$ cat src/rtl/cond_logic.sv
// Conditional-execution unit: holds the NZCV flag register, evaluates the
// instruction condition against it and gates the decoder's write/branch strobes.
module cond_logic #(
  parameter bit NONE_COND_NV = 1'b1
) (
  input  logic       clk,
  input  logic       reset,
  input  logic [3:0] Cond,
  input  logic [3:0] ALUFlags,
  input  logic       ShiftCarry,
  input  logic       LogicalOp,
  input  logic [1:0] FlagW,
  input  logic       PCS,
  input  logic       RegW,
  input  logic       MemW,
  output logic       PCSrc,
  output logic       RegWrite,
  output logic       MemWrite,
  output logic       storedCarry,
  output logic       CondEx,
  output logic [3:0] Flags
);

  logic [3:0] flags_p0;

  function automatic logic eval_cond(input logic [3:0] cond, input logic [3:0] f);
    logic n, z, c, v;
    logic res;
    n = f[3];
    z = f[2];
    c = f[1];
    v = f[0];
    case (cond)
      4'b0000: res = z;
      4'b0001: res = ~z;
      4'b0010: res = c;
      4'b0011: res = ~c;
      4'b0100: res = n;
      4'b0101: res = ~n;
      4'b0110: res = v;
      4'b0111: res = ~v;
      4'b1000: res = c & ~z;
      4'b1001: res = ~c | z;
      4'b1010: res = (n == v);
      4'b1011: res = (n != v);
      4'b1100: res = ~z & (n == v);
      4'b1101: res = z | (n != v);
      4'b1110: res = 1'b1;
      default: res = ~NONE_COND_NV;
    endcase
    return res;
  endfunction

  // Evaluate stage: condition and gated strobes from the pre-update flags
  always_comb begin
    CondEx   = eval_cond(Cond, flags_p0);
    PCSrc    = PCS  & CondEx;
    RegWrite = RegW & CondEx;
    MemWrite = MemW & CondEx;
  end

  // Flag register stage: N,Z and C,V groups update independently
  always_ff @(posedge clk or negedge reset) begin
    if (!reset) begin
      flags_p0 <= 4'b0000;
    end else if (CondEx) begin
      if (FlagW[1]) begin
        flags_p0[3:2] <= ALUFlags[3:2];
      end
      if (FlagW[0]) begin
        flags_p0[1] <= LogicalOp ? ShiftCarry : ALUFlags[1];
        if (!LogicalOp) begin
          flags_p0[0] <= ALUFlags[0];
        end
      end
    end
  end

  assign storedCarry = flags_p0[1];
  assign Flags       = flags_p0;

endmodule

$ cat config.mk
export PLATFORM = sky130hd
export DESIGN_NAME = cond_logic
export DESIGN_NICKNAME = d
export VERILOG_FILES = /design/src/rtl/cond_logic.sv
export SDC_FILE = /design/constraint.sdc
export NUM_CORES = 1
export LEC_CHECK = 0
export CORE_AREA = 4 4 41 43
export CTS_CLUSTER_DIAMETER = 150
export DETAILED_ROUTE_END_ITERATION = 16
export DIE_AREA = 0 0 45 47
export PLACE_DENSITY = 0.78
export SLEW_MARGIN = 30
export SYNTH_ARGS = -nofsm -noshare
export SYNTH_HDL_FRONTEND = slang
export SYNTH_SLANG_ARGS = --single-unit
$ cat constraint.sdc
create_clock -name clk -period 2 [get_ports clk]
set_input_delay 0.5 -clock clk [delete_from_list [all_inputs] [get_ports clk]]
set_output_delay 0.5 -clock clk [all_outputs]
set_load 0.005 [all_outputs]
==> results list <==
* Final Hold Violating Endpoints: 0
- The number of global-route vias before repair is 498.
- The clock drives 4 sinks.
- The worst setup path is launched from a register.
- Measured slew at the worst slew-check pin: 0.216 ns
- Crit end category: output pin
- Hold_ws: 0.468 ns
* Net count, final: 104
* Final antenna diode count: 0
- In the routed design, unresolved DRC markers number 0.
- Setup violations remaining at the end of the flow were counted as 5.
- Int Pwr: 618 µW
- FILL cells: 113
* Unrepaired setup endpoints after global routing: yes
- Standard-cell rows: 13
- Internal reg-to-reg setup slack: -0.06 ns
- Iteration count of the initial detailed-routing pass: 1
- The first global-routing pass estimated 2130 µm of wire.
- Io pins: 26
- Clock buffers created by TritonCTS: 3
- After floorplanning, the core was sized to cover 1300 µm².
* Switching fraction of total power: 33.9%
- Biggest fanout along the worst timing path: 4
- PD cells: 1070 nW/µm²
* Failing checks: negative setup slack
* Post-CTS Hold Buffers: 0
* All-layer global routing usage: 14.2%
* Post-Route Utilization: 67.0%
- Yosys printed 0 warnings.
* Proportion of power drawn by the clock network: 10.9%
- Max IR drop VDD: 0.785 mV
- Antenna violations before repair: 0
- The endpoint identified for the worst register-to-register timing path is Flags[0].
- TritonCTS built the clock tree.
- The detail route stage leaves a number of antenna-violating nets equal to 0.
- The analysis attributes to net switching a power of 317 µW.
- The worst register-to-register path begins at Flags[2].
- Clock latency on the worst-skew pair, taken at its later pin, is 0.24 ns.
* Pin count of the biggest net entering global routing: 7
* Number of vias after detailed routing: 479
- Cell Chain, Critical Path: xor2_2 > o2bb2ai_2 > mux2i_2 > nand3_2 > and2_1 > buf_2
* Worst clock skew on the final layout: 0.00676 ns
* Per-cell routed wire length: 13.1 µm
* 1st-iter DRT viols: 0
- After global routing the overflow that remains totals 0.
- IO buf count: 25
- Max-slew violation total from the final report: 0
- Cell Area, Synth: 418 µm²
- Leakage component of the power: 0.390 nW
- Min Clock Period, post-route: 2.20 ns
- Yosys cell types: 24
- Mapped Nets: 60
- Die footprint: 2120 µm²
- Maximum clock insertion buffer count: 2
- Slowest cell on the critical path: sky130_fd_sc_hd__dfrtp_1
- Counting cells, the worst reg-to-reg path comes to 8.
- Share of final-layout standard cells stronger than drive strength 1: 50.6%
* Clock transition at the registers of the reported paths: 0.04 ns
* Data required time at the worst endpoint: 1.50 ns
- Synth Register Bits: 4
* Worst path arrival time: 1.70 ns
- The register with the most flip-flops in the layout has 4 of them.
- A synthesized cell averages 9.72 µm².
* Die extent in y: 47 µm
- Per report_power, the combinational group accounts for 71.0% of the total.
- Detailed placement finished with a half-perimeter wire length of 995 µm.
- Of the synthesized area, sequential elements account for 24.0%.
- Maximum frequency from static timing analysis: 0.454 GHz
- Post-synthesis cell count: 43
- H-tree levels: 1
- For this configuration, the core starts out at a cell density of 32.1%.
- Total wire length: 1310 µm
* Launch point of the critical path: Flags[3]
- Max-cap violations: 0
- Horizontal extent of the die: 45 µm
- OpenSTA, run right after detailed placement, puts the worst setup slack at -0.950 ns.
- After layout, the worst setup slack is -0.203 ns.
* Mean number of vias per cell: 4.79
* Worst slew margin: 85.3%
- Largest stage delay, worst path: 0.40 ns
- At the end of routability-driven placement, the weighted congestion stood at 0.695.
- Run status: finished with violations
- Class of the tightest hold or removal check: in -> async
* Crit path to: MemWrite
- After layout, the worst path uses 110% of the clock period.
- Buffer cell driving the clock tree root: sky130_fd_sc_hd__clkbuf_4
- Compared with the post-synthesis result, the final layout area differs by 109%.
- Per report_power, the sequential group accounts for 18.1% of the total.
* Critical path start-end classification: reg -> out
## layout make-up
class / instances / area (µm²) / share of cell area [%]
Multi-Input combinational cell: 35 / 374 / 42.9
Timing Repair Buffer: 41 / 349 / 40.0
Clock buffer: 3 / 22.5 / 2.58
Inverter: 2 / 7.51 / 0.861
Tap cell: 15 / 18.8 / 2.15
Sequential cell: 4 / 100 / 11.5
## worst min path at each step
| stage | to | from | cells after the start | slack [ns] |
|---|---|---|---|---|
| 2_1_floorplan | Flags[0] | reset | 0 | 0.20 |
| 3_5_place_dp | Flags[0] | Flags[0] | 2 | 0.62 |
| 5_1_grt | Flags[2] | reset | 1 | 0.46 |
| 3_3_place_gp | Flags[0] | Flags[0] | 2 | 0.61 |
| 4_1_cts | Flags[3] | reset | 1 | 0.47 |
| 6_report | Flags[3] | reset | 1 | 0.47 |
## synthesized netlist by cell type
cell type                   number  area (µm²)
sky130_fd_sc_hd__mux2_1          3        33.8
sky130_fd_sc_hd__inv_1           2        7.51
sky130_fd_sc_hd__a21o_1          1        7.51
sky130_fd_sc_hd__nand2b_1        1        6.26
sky130_fd_sc_hd__xor2_1          4        35.0
sky130_fd_sc_hd__nand3b_1        1        7.51
sky130_fd_sc_hd__mux2i_1         1        10.0
sky130_fd_sc_hd__buf_4           1        7.51
sky130_fd_sc_hd__and2_1          3        18.8
sky130_fd_sc_hd__a21oi_1         1        5.00
sky130_fd_sc_hd__nand3_1         1        5.00
sky130_fd_sc_hd__nand2_1         3        11.3
sky130_fd_sc_hd__dfrtp_1         4         100
sky130_fd_sc_hd__and3b_1         1        8.76
sky130_fd_sc_hd__o2bb2ai_1       1        8.76
sky130_fd_sc_hd__a31oi_1         2        12.5
sky130_fd_sc_hd__buf_6           1        11.3
sky130_fd_sc_hd__nor2b_1         1        6.26
sky130_fd_sc_hd__mux2_2          3        33.8
sky130_fd_sc_hd__nor3b_1         3        22.5
sky130_fd_sc_hd__nor2_1          2        7.51
sky130_fd_sc_hd__a311oi_2        1        15.0
sky130_fd_sc_hd__o32a_1          1        10.0
sky130_fd_sc_hd__a2bb2oi_4       1        26.3
## layout by cell type, fill, tap and decap left out, types with 2 or more instances in the layout
master	instances
sky130_fd_sc_hd__a31oi_4	2
sky130_fd_sc_hd__and2_1	2
sky130_fd_sc_hd__buf_2	5
sky130_fd_sc_hd__buf_4	14
sky130_fd_sc_hd__buf_6	3
sky130_fd_sc_hd__clkbuf_4	3
sky130_fd_sc_hd__clkdlybuf4s50_1	17
sky130_fd_sc_hd__dfrtp_1	4
sky130_fd_sc_hd__inv_1	2
sky130_fd_sc_hd__mux2_4	4
sky130_fd_sc_hd__nand2_1	3
sky130_fd_sc_hd__nor3b_2	2
sky130_fd_sc_hd__xor2_1	3
## per-stage QoR
step	cell area [µm²]	std cells	total power, mW	setup TNS, ns
2_1_floorplan	418	43	0.410	0
3_3_place_gp	758	93	0.697	-5.46
3_5_place_dp	758	93	0.709	-5.74
4_1_cts	817	97	0.869	-0.733
5_1_grt	872	100	1.00	-1.30
6_report	872	100	0.935	-0.755
## cell families (layout without fill, tap and decap cells)
logic type | count (synthesis) | in the layout | synth area share, %
simple gates | 16 | 16 | 22.5
compound gates | 8 | 8 | 20.4
flops | 4 | 4 | 24.0
xor+xnor | 4 | 4 | 8.38
mux | 7 | 7 | 18.6
buf+inv | 4 | 46 | 6.29
## metal layers
| layer | part of all wire [%] | track usage [%] | up-vias |
|---|---|---|---|
| met1 | 42 | 15.4 | 218 |
| li1 | - | - | 239 |
| met3 | 7.8 | 5.75 | 0 |
| met4 | 0 | 8.19 | 0 |
| met5 | 0 | 0 | - |
| met2 | 50 | 23.4 | 22 |
## timing repair
item | in CTS | in global routing
endpoints found under the setup margin | 8 | 7
pin swaps | 10 | 7
hold endpoints to repair | 0 | 0
setup buffers | 1 | 3
gates cloned | 0 | 0
gates resized for setup | 37 | 11
## power groups by stage
stage	Combinational, mW	Clock [mW]	Sequential [mW]
2_1_floorplan	0.237	0	0.172
3_3_place_gp	0.538	0	0.158
3_5_place_dp	0.548	0	0.161
4_1_cts	0.591	0.107	0.170
5_1_grt	0.711	0.116	0.175
6_report	0.663	0.102	0.169
## critical path: cells and delay by family, from the launching register on
kind	cells	cell delay (ns)
xor gates and xnor gates	1	0.20
DFF	1	0.40
muxes	1	0.28
AOI/OAI and AO/OA	1	0.18
and+or+nand+nor	2	0.29
buffers and inverters	1	0.12
(Power assumes the default switching activity.)
